===== src/rtl/sprite_draw_arbiter_pkg.sv =====
// Shared types and constants for the sprite draw arbiter slice.
// Holds FSM states, default sprite size and VGA coordinate widths.
package draw_pkg;

  localparam int X_W = 8;
  localparam int Y_W = 7;
  localparam int C_W = 3;

  localparam int SPR_W_LOG2_DEF = 1;
  localparam int SPR_H_LOG2_DEF = 4;

  typedef enum logic [1:0] {
    IDLE = 2'd0,
    DRAW = 2'd1,
    DONE = 2'd2
  } state_t;

endpackage


===== src/rtl/sprite_draw_arbiter_if.sv =====
// Requester-side bus of the sprite draw arbiter.
// Ports: req, req_x/y/colour (flattened per requester), ack, grant.
interface sprite_draw_arbiter_if
  import draw_pkg::*;
#(
  parameter int NUM_REQ = 4
);

  logic [NUM_REQ-1:0]     req;
  logic [X_W*NUM_REQ-1:0] req_x;
  logic [Y_W*NUM_REQ-1:0] req_y;
  logic [C_W*NUM_REQ-1:0] req_colour;
  logic [NUM_REQ-1:0]     ack;
  logic [NUM_REQ-1:0]     grant;

  modport master (
    output req, req_x, req_y, req_colour,
    input  ack, grant
  );

  modport slave (
    input  req, req_x, req_y, req_colour,
    output ack, grant
  );

endinterface


===== src/rtl/sprite_draw_arbiter_req_arbiter.sv =====
// Winner select: req vector + rotate pointer in, one-hot winner out.
// ROUND_ROBIN_EN picks from the pointer onward; else lowest index.
module req_arbiter #(
  parameter int NUM_REQ = 4,
  parameter int PTR_W   = 2
) (
  input  logic [NUM_REQ-1:0] req,
  input  logic [PTR_W-1:0]   ptr,
  output logic [NUM_REQ-1:0] winner
);

`ifdef ROUND_ROBIN_EN
  always_comb begin
    logic found;
    int   idx;
    winner = '0;
    found  = 1'b0;
    idx    = 0;
    for (int i = 0; i < NUM_REQ; i++) begin
      idx = (int'(ptr) + i) % NUM_REQ;
      if (!found && req[idx]) begin
        winner[idx] = 1'b1;
        found       = 1'b1;
      end
    end
  end
`else
  logic unused_ptr;
  assign unused_ptr = ^ptr;

  always_comb begin
    logic found;
    winner = '0;
    found  = 1'b0;
    for (int i = 0; i < NUM_REQ; i++) begin
      if (!found && req[i]) begin
        winner[i] = 1'b1;
        found     = 1'b1;
      end
    end
  end
`endif

endmodule


===== src/rtl/sprite_draw_arbiter.sv =====
// Shares one VGA plot port between NUM_REQ sprite datapaths.
// Ports: clock, resetn, bus (slave), plot, x_out, y_out, colour_out,
// busy. Macro ROUND_ROBIN_EN selects rotating priority.
module sprite_draw_arbiter
  import draw_pkg::*;
#(
  parameter int NUM_REQ    = 4,
  parameter int SPR_W_LOG2 = SPR_W_LOG2_DEF,
  parameter int SPR_H_LOG2 = SPR_H_LOG2_DEF
) (
  input  logic                 clock,
  input  logic                 resetn,
  sprite_draw_arbiter_if.slave bus,
  output logic                 plot,
  output logic [X_W-1:0]       x_out,
  output logic [Y_W-1:0]       y_out,
  output logic [C_W-1:0]       colour_out,
  output logic                 busy
);

  localparam int CNT_W = SPR_W_LOG2 + SPR_H_LOG2;
  localparam int PTR_W = (NUM_REQ > 1) ? $clog2(NUM_REQ) : 1;

  state_t             state;
  logic [CNT_W-1:0]   cnt;
  logic [CNT_W-1:0]   cnt_nx;
  logic [X_W-1:0]     base_x;
  logic [Y_W-1:0]     base_y;
  logic [C_W-1:0]     base_c;
  logic [NUM_REQ-1:0] grant_q;
  logic [NUM_REQ-1:0] ack_q;
  logic [NUM_REQ-1:0] win;
  logic [PTR_W-1:0]   win_idx;
  logic [PTR_W-1:0]   ptr;
  logic [X_W-1:0]     sel_x;
  logic [Y_W-1:0]     sel_y;
  logic [C_W-1:0]     sel_c;
  logic [X_W-1:0]     x_off;
  logic [Y_W-1:0]     y_off;

  assign bus.grant = grant_q;
  assign bus.ack   = ack_q;

  req_arbiter #(
    .NUM_REQ(NUM_REQ),
    .PTR_W  (PTR_W)
  ) u_arb (
    .req   (bus.req),
    .ptr   (ptr),
    .winner(win)
  );

  always_comb begin
    win_idx = '0;
    for (int i = 0; i < NUM_REQ; i++)
      if (win[i]) win_idx = PTR_W'(i);
  end

  assign sel_x = bus.req_x[win_idx*X_W +: X_W];
  assign sel_y = bus.req_y[win_idx*Y_W +: Y_W];
  assign sel_c = bus.req_colour[win_idx*C_W +: C_W];

  // Outputs are registered, so the address of the *next* count is
  // computed here; high count bits step x (column-major walk).
  assign cnt_nx = cnt + CNT_W'(1);
  assign x_off  = X_W'(cnt_nx[CNT_W-1:SPR_H_LOG2]);
  assign y_off  = Y_W'(cnt_nx[SPR_H_LOG2-1:0]);

`ifdef ROUND_ROBIN_EN
  logic [PTR_W-1:0] gnt_idx;

  always_comb begin
    gnt_idx = '0;
    for (int i = 0; i < NUM_REQ; i++)
      if (grant_q[i]) gnt_idx = PTR_W'(i);
  end

  always_ff @(posedge clock) begin
    if (!resetn)
      ptr <= '0;
    else if (state == DONE)
      ptr <= (gnt_idx == PTR_W'(NUM_REQ - 1))
           ? '0 : gnt_idx + PTR_W'(1);
  end
`else
  assign ptr = '0;
`endif

  always_ff @(posedge clock) begin
    if (!resetn) begin
      state      <= IDLE;
      grant_q    <= '0;
      ack_q      <= '0;
      plot       <= 1'b0;
      busy       <= 1'b0;
      cnt        <= '0;
      base_x     <= '0;
      base_y     <= '0;
      base_c     <= '0;
      x_out      <= '0;
      y_out      <= '0;
      colour_out <= '0;
    end else begin
      unique case (state)
        IDLE: begin
          if (|bus.req) begin
            state      <= DRAW;
            grant_q    <= win;
            base_x     <= sel_x;
            base_y     <= sel_y;
            base_c     <= sel_c;
            cnt        <= '0;
            plot       <= 1'b1;
            busy       <= 1'b1;
            x_out      <= sel_x;
            y_out      <= sel_y;
            colour_out <= sel_c;
          end
        end
        DRAW: begin
          if (&cnt) begin
            state      <= DONE;
            plot       <= 1'b0;
            ack_q      <= grant_q;
            x_out      <= '0;
            y_out      <= '0;
            colour_out <= '0;
          end else begin
            cnt        <= cnt_nx;
            x_out      <= base_x + x_off;
            y_out      <= base_y + y_off;
            colour_out <= base_c;
          end
        end
        DONE: begin
          state   <= IDLE;
          ack_q   <= '0;
          grant_q <= '0;
          busy    <= 1'b0;
        end
        default: state <= IDLE;
      endcase
    end
  end

endmodule


===== src/flat_wrapper.sv =====
// flat-port wrapper written by rule: the top's interface ports become plain ports
module sprite_draw_arbiter_flat import draw_pkg::*;
#(
  parameter int NUM_REQ    = 4,
  parameter int SPR_W_LOG2 = SPR_W_LOG2_DEF,
  parameter int SPR_H_LOG2 = SPR_H_LOG2_DEF
)
  (clock, resetn, plot, x_out, y_out, colour_out, busy, bus_req, bus_req_x, bus_req_y, bus_req_colour, bus_ack, bus_grant);
  sprite_draw_arbiter_if #(.NUM_REQ(NUM_REQ)) bus_i ();
  input  logic clock;
  input  logic resetn;
  output logic plot;
  output logic [X_W-1:0] x_out;
  output logic [Y_W-1:0] y_out;
  output logic [C_W-1:0] colour_out;
  output logic busy;
  input wire logic [$bits(bus_i.req)-1:0] bus_req;
  input wire logic [$bits(bus_i.req_x)-1:0] bus_req_x;
  input wire logic [$bits(bus_i.req_y)-1:0] bus_req_y;
  input wire logic [$bits(bus_i.req_colour)-1:0] bus_req_colour;
  output wire logic [$bits(bus_i.ack)-1:0] bus_ack;
  output wire logic [$bits(bus_i.grant)-1:0] bus_grant;
  assign bus_i.req = bus_req;
  assign bus_i.req_x = bus_req_x;
  assign bus_i.req_y = bus_req_y;
  assign bus_i.req_colour = bus_req_colour;
  assign bus_ack = bus_i.ack;
  assign bus_grant = bus_i.grant;
  sprite_draw_arbiter #(.NUM_REQ(NUM_REQ), .SPR_W_LOG2(SPR_W_LOG2), .SPR_H_LOG2(SPR_H_LOG2)) u_core (.clock(clock), .resetn(resetn), .bus(bus_i), .plot(plot), .x_out(x_out), .y_out(y_out), .colour_out(colour_out), .busy(busy));
endmodule

===== config.mk =====
export PLATFORM = sky130hd
export DESIGN_NAME = sprite_draw_arbiter_flat
export DESIGN_NICKNAME = d
export VERILOG_FILES = /design/src/rtl/sprite_draw_arbiter_pkg.sv /design/src/rtl/sprite_draw_arbiter_if.sv /design/src/rtl/sprite_draw_arbiter_req_arbiter.sv /design/src/rtl/sprite_draw_arbiter.sv /design/src/flat_wrapper.sv
export SDC_FILE = /design/constraint.sdc
export NUM_CORES = 1
export LEC_CHECK = 0
export ABC_AREA = 1
export CAP_MARGIN = 20
export CORE_UTILIZATION = 52
export CTS_BUF_LIST = sky130_fd_sc_hd__clkbuf_4
export DETAILED_ROUTE_END_ITERATION = 12
export PLACE_DENSITY_LB_ADDON = 0.3
export SYNTH_ARGS = -nofsm -noshare
export SYNTH_HDL_FRONTEND = slang
export SYNTH_SLANG_ARGS = --single-unit

===== constraint.sdc =====
create_clock -name clock -period 4.7 [get_ports clock]
set_input_delay 0.705 -clock clock [delete_from_list [all_inputs] [get_ports clock]]
set_output_delay 0.705 -clock clock [all_outputs]
set_load 0.01 [all_outputs]

Word level (Yosys, flattened, before mapping)
Cells that the tools add are included.
{ "totals": {"wordCells": 76, "register_bits": 53, "output_inout_bits": 28} }
{ "op_classes": {"eq_ne": 5, "n_shift": 3, "addsub": 3, "muxes": 32, "reduce_logical": 19, "n_mul": 2} }
{ "op_table": {"columns": ["op", "count"], "rows": [
  ["$shiftx 32x6->8", 1],
  ["$shiftx 28x6->7", 1],
  ["$mux 8", 2],
  ["$pmux 4 s2", 2],
  ["$pmux 8 s2", 1],
  ["$mux 7", 2],
  ["$pmux 7 s2", 1],
  ["$shiftx 12x5->3", 1],
  ["$mux 5", 2],
  ["$pmux 5 s2", 1],
  ["$reduce_and 2->1", 5],
  ["$mux 1", 9],
  ["$add 8x1->8", 1],
  ["$mux 2", 4],
  ["$mux 4", 2],
  ["$add 7x4->7", 1],
  ["$mux 3", 2],
  ["$pmux 3 s2", 1],
  ["$reduce_and 3->1", 2],
  ["$reduce_bool 2->1", 3],
  ["$add 5x1->5 const B", 1],
  ["$mul 2x3->5 const B", 1],
  ["$reduce_and 5->1", 1],
  ["$mul 2x2->4 const B", 1],
  ["10 further kinds", 16]
]} }

Depth between registers and ports, before layout
{ "logic_depth": {"ltp_word": 15, "ltp_mapped": 13, "ltp_nobuf": 13} }

Modules after synthesis
Synthesis repeated with hierarchy kept, for this count alone.
{ "hier_totals": {"hier_cells": 588, "hier_area_um2": 3572.2} }
{ "by_module_without_submodules": {"columns": ["mod", "n_inst", "area_per_inst_um2", "cells_per_inst"], "rows": [
  ["sprite_draw_arbiter", 1, 3534.6, 579],
  ["req_arbiter", 1, 37.5, 9]
]} }

Worst setup path before layout
Ideal clock, no wire load.
{ "synth_timing": {"path_kind": "reg-to-reg", "start": "register u_core.cnt[0]", "end": "register u_core.x_out[2]", "path_buffers": 0, "path_slack_ns": 2.810, "period_less_slack_ns": 1.890, "t_required_ns": 4.581, "arrival_time_ns": 1.771, "path_stages_with_launch": 10, "path_cell_list": "dfxtp_1 ha_1 nand2_1 nor2_1 ha_1 ha_1 ha_1 or2_2 a31oi_1 a21oi_1"} }
{ "synth_via": {"elab_chain_len": 4, "word_cells_on_any_way": 5, "classes_between": "add/sub: 2; mux: 2; reduce/logical: 1"} }
{ "synth_lines": {"columns": ["element", "line_no", "text"], "rows": [
  ["start: declaration", "sprite_draw_arbiter.sv:25", "logic [CNT_W-1:0] cnt;"],
  ["start signal: assignment", "sprite_draw_arbiter.sv:129", "cnt <= cnt_nx;"],
  ["$add 5x1->5", "sprite_draw_arbiter.sv:65", "assign cnt_nx = cnt + CNT_W'(1);"],
  ["$add 8x1->8", "sprite_draw_arbiter.sv:130", "x_out <= base_x + x_off;"],
  ["$mux 8 *", "sprite_draw_arbiter.sv:121", "if (&cnt) begin"],
  ["$pmux 8 s2 *", "sprite_draw_arbiter.sv:104", "unique case (state)"],
  ["end signal: assignment", "sprite_draw_arbiter.sv:115", "x_out <= sel_x;"],
  ["end signal: assignment", "sprite_draw_arbiter.sv:130", null],
  ["end: declaration", "sprite_draw_arbiter.sv:15", "output logic [X_W-1:0] x_out,"]
]} }
Every way passes the cells marked *; elsewhere a longest branch is shown, timed or not.
A chain may end at the register's enable or synchronous reset.

Worst setup path after layout
{ "layout_timing": {"start": "input port bus_req[0]", "end": "register u_core.y_out[6]"} }
{ "layout_via": {"elab_chain_len": 15, "word_cells_on_any_way": 22, "classes_between": "mul: 1; eq/ne: 1; shift: 1; mux: 11; reduce/logical: 8"} }
{ "layout_lines": {"columns": ["element", "line_no", "text"], "rows": [
  ["start: declaration", "flat_wrapper.sv:17", "input wire logic [$bits(bus_i.req)-1:0] bus_req;"],
  ["$mux 1", "sprite_draw_arbiter_req_arbiter.sv:36", "if (!found && req[i]) begin"],
  ["$logic_not 1->1", "sprite_draw_arbiter_req_arbiter.sv:36", null],
  ["$logic_and 1x1->1", "sprite_draw_arbiter_req_arbiter.sv:36", null],
  ["$mux 1", "sprite_draw_arbiter_req_arbiter.sv:36", null],
  ["$logic_not 1->1", "sprite_draw_arbiter_req_arbiter.sv:36", null],
  ["$logic_and 1x1->1", "sprite_draw_arbiter_req_arbiter.sv:36", null],
  ["$mux 1", "sprite_draw_arbiter_req_arbiter.sv:36", null],
  ["$logic_not 1->1", "sprite_draw_arbiter_req_arbiter.sv:36", null],
  ["$logic_and 1x1->1", "sprite_draw_arbiter_req_arbiter.sv:36", null],
  ["$mux 1", "sprite_draw_arbiter_req_arbiter.sv:36", null],
  ["$mux 2", "sprite_draw_arbiter.sv:56", "if (win[i]) win_idx = PTR_W'(i);"],
  ["$mul 2x3->5", "sprite_draw_arbiter.sv:60", "assign sel_y = bus.req_y[win_idx*Y_W +: Y_W];"],
  ["$shiftx 28x6->7", "sprite_draw_arbiter.sv:60", null],
  ["$mux 7", "sprite_draw_arbiter.sv:106", "if (|bus.req) begin"],
  ["$pmux 7 s2", "sprite_draw_arbiter.sv:104", null],
  ["end signal: assignment", "sprite_draw_arbiter.sv:116", "y_out <= sel_y;"],
  ["end signal: assignment", "sprite_draw_arbiter.sv:131", "y_out <= base_y + y_off;"],
  ["end: declaration", "sprite_draw_arbiter.sv:16", "output logic [Y_W-1:0] y_out,"]
]} }
Several ways; a longest one is shown, not always the timed one. The select of a mux whose other input is x is not followed.

==> results.cfg <==
[placed_design]
io_buffer_count = 105
hpwl_um = 7020
place.gp.congestion = 0.873

[timing]
finalHoldViolCount = 0
skew_ns = 0.0171
hold_ws_ns = 0.471
finalCriticalPeriod_ns = 2.92
worst_pin_slew_ns = 0.970
fmax_ghz = 0.342
fin_setup_tns_ns = 0
timing.final.crit_share_pct = 62.2
max_slew_margin_pct = 35.3
setup_viol = 0
rsz0062_at_grt = false
drv_slew = 0

[synthesis]
synthArstFlopShare_pct = 0
synth_top_cells_by_count = nand2_1 (159), nand3_1 (73), inv_1 (71)
synthesis.instances = 544
syn_area_per_cell_um2 = 6.18
synth_area_leaders = dfxtp_1 (32%), nand2_1 (18%), nand3_1 (11%), inv_1 (7.9%), a21oi_1 (6.7%)
synth_edf_count = 0
synth_ff_type = dfxtp_1
synth_top_area_cell = dfxtp_1
yosysTopAreaCellShare_pct = 31.6
ys_types = 28
ys_seq_area_share_pct = 31.6
yosysMostFrequentCell = nand2_1
syn_nets = 632
synth-seq-cells = 53
syn_area_um2 = 3360
yosysWarningCount = 0

[global_routing]
antenna_found_initial = 0
grt_max_degree = 37
grt_first_pass_wirelength_um = 15300
grt_pass1_vias = 3510
track_usage_pct = 29.6
grt_overflow = 0

[detailed_routing]
drtIter0Drc = 212
routed.top_layer = met4
wl_met2_um = 4860
drcViolationCount = 0
routedWlPerCell_um = 13.7
firstDrtPassIters = 6
postRouteWirelength_um = 9680
routed_via_density = 5.36
met3_length_um = 476
wl_met1_um = 4020
drtAntennaViolNets = 0
route.vias.total = 3803

[worst_setup_path]
path_cells = clkdlybuf4s50_1, inv_1, nand2_1, inv_1, or2_2, nand2_1, nand2_1, nand3_1, nand3_1, nand2_1, inv_1
cp.required_ns = 5.00
path_common_cell = nand2_1
crit_fanout = 20
r2r-end = u_core.x_out[6]$_SDFFE_PN0P_
worst-path-buf-inv = 4
crit_slowest_cell = nand2_1
arrival_ns = 3.23
worstRegToRegCells = 13
r2r_start = u_core.cnt[0]$_SDFFE_PN0P_
regToRegSetupSlack_ns = 2.44
crit_path_end_kind = flip-flop
max_stage_delay_ns = 0.57
startpoint_type = input pin
crit_type = in -> reg
crit_family = simple AND/OR/NAND/NOR gates

[outcome]
status = finished, final reports clean

[final_layout]
areaGrowthSynthToFinish_pct = 31.7
nets = 721
fin_util_pct = 73.0
drive_gt1_share_pct = 4.73
fillers = 535
n_antenna_cell = 0

[cts]
clock_latency_ns = 0.39
htree_levels = 2
cts-root-buf = clkbuf_4
cts_buffer_depth = 2
clk_pin_slew_ns = 0.16
cts_setup_buffers = 0
cts_sinks = 53
cts_buffers = 5
hold_buffers = 0
cts_tree = built
postCtsResizedCells = 0

[die]
rows = 28
die_x_um = 82.4
start_util_pct = 55.5
pin_count = 106
dieArea_um2 = 6790
die_h_um = 82.4
design.core.area_um2 = 6060

[worst_hold_path]
hold_start = u_core.bus.ack[1]$_SDFFE_PN0P_
worstHoldEndpoint = u_core.bus.ack[1]$_SDFFE_PN0P_
hold_path.class = reg -> reg
hold_path_depth = 2

[power]
p_per_area_nw_per_um2 = 241
cellLeakagePower_nw = 2.16
peakVddDrop_uv = 201

[job]
drv_cap = 0
## cell families (layout without fill, tap and decap cells)
logic type	Yosys count	in the layout	share of synthesized area (%)
simple gates	283	283	36.4
compound gates	93	93	14.1
fa+ha+maj	10	10	3.95
flops	53	53	31.6
buf+inv	102	192	13.2
xor+xnor	3	3	0.782
## power breakdown
group | internal, mW | total (mW) | switching, mW
Combinational | 0.160 | 0.335 | 0.175
Sequential | 0.489 | 0.516 | 0.0262
Clock | 0.0597 | 0.217 | 0.157
Total | 0.709 | 1.07 | 0.358
## flip-flops by register name, summed over array words and instances (netlist names)
name and cells:
u_core.cnt 5, u_core.base_x 8, u_core.colour_out 3, u_core.busy 1, u_core.x_out 8, u_core.bus.grant 4, u_core.plot 1, u_core.bus.ack 4
u_core.base_c 3, u_core.state 2, u_core.base_y 7, u_core.y_out 7
## cell usage in the layout, fill, tap and decap left out, types with 3 or more instances in the layout
master	instances
dfxtp_1	53
nor2_2	3
clkbuf_4	5
a21oi_1	45
nand3_1	73
or2_2	4
inv_1	71
clkdlybuf4s50_1	105
nand2_1	159
ha_1	9
o21ai_1	9
xor2_1	3
nor2_1	33
o21ai_0	35
nand4_1	4
inv_2	6
## worst reg2reg max path: stages (launching register included)
cell and delay, ns:
dfxtp_1 0.42, ha_1 0.21, nand2_1 0.06, nor2_1 0.12, ha_1 0.28, ha_1 0.21
ha_1 0.19, nand2_1 0.12, nor2_1 0.08, nand2_1 0.09, o21ai_1 0.08, a21oi_1 0.14
nor2_1 0.06, a21oi_1 0.16
## area by class of cell
cell class	instances	area, um^2	share of cell area, %
clock buffer	5	37.5	0.848
sequential	53	1060	24.0
multi-input combinational	389	1860	42.0
clock inverter	3	21.3	0.481
timing repair buffer	107	1070	24.1
inverter	77	289	6.53
tap	75	93.8	2.12
## stage by stage
step	instance area (um^2)	power (mW)	cells	setup slack (ns)
global placement	4370	0.848	701	1.55
floorplan	3360	0.713	544	2.81
CTS	4430	1.06	709	1.80
finish	4430	1.07	709	1.78
global route	4430	1.13	709	1.63
detailed placement	4370	0.856	701	1.38
## how the worst max path moves through the flow
stage	slack, ns	to	startpoint	cells past startpoint
2_1_floorplan	2.81	u_core.x_out[2]$_SDFFE_PN0P_	u_core.cnt[0]$_SDFFE_PN0P_	9
3_3_place_gp	1.55	u_core.y_out[5]$_SDFFE_PN0P_	bus_req[0]	11
3_5_place_dp	1.38	u_core.y_out[6]$_SDFFE_PN0P_	bus_req[0]	11
4_1_cts	1.80	u_core.y_out[6]$_SDFFE_PN0P_	bus_req[0]	11
5_1_grt	1.63	u_core.y_out[6]$_SDFFE_PN0P_	bus_req[0]	11
6_report	1.78	u_core.y_out[6]$_SDFFE_PN0P_	bus_req[0]	11
## per-layer routing
layer	vias up	track usage, %
met4	0	14.0
met2	138	54.8
met5	-	0
li1	1910	-
met1	1720	32.9
met3	35	4.18
No activity file was read; power rests on OpenSTA's default activity.
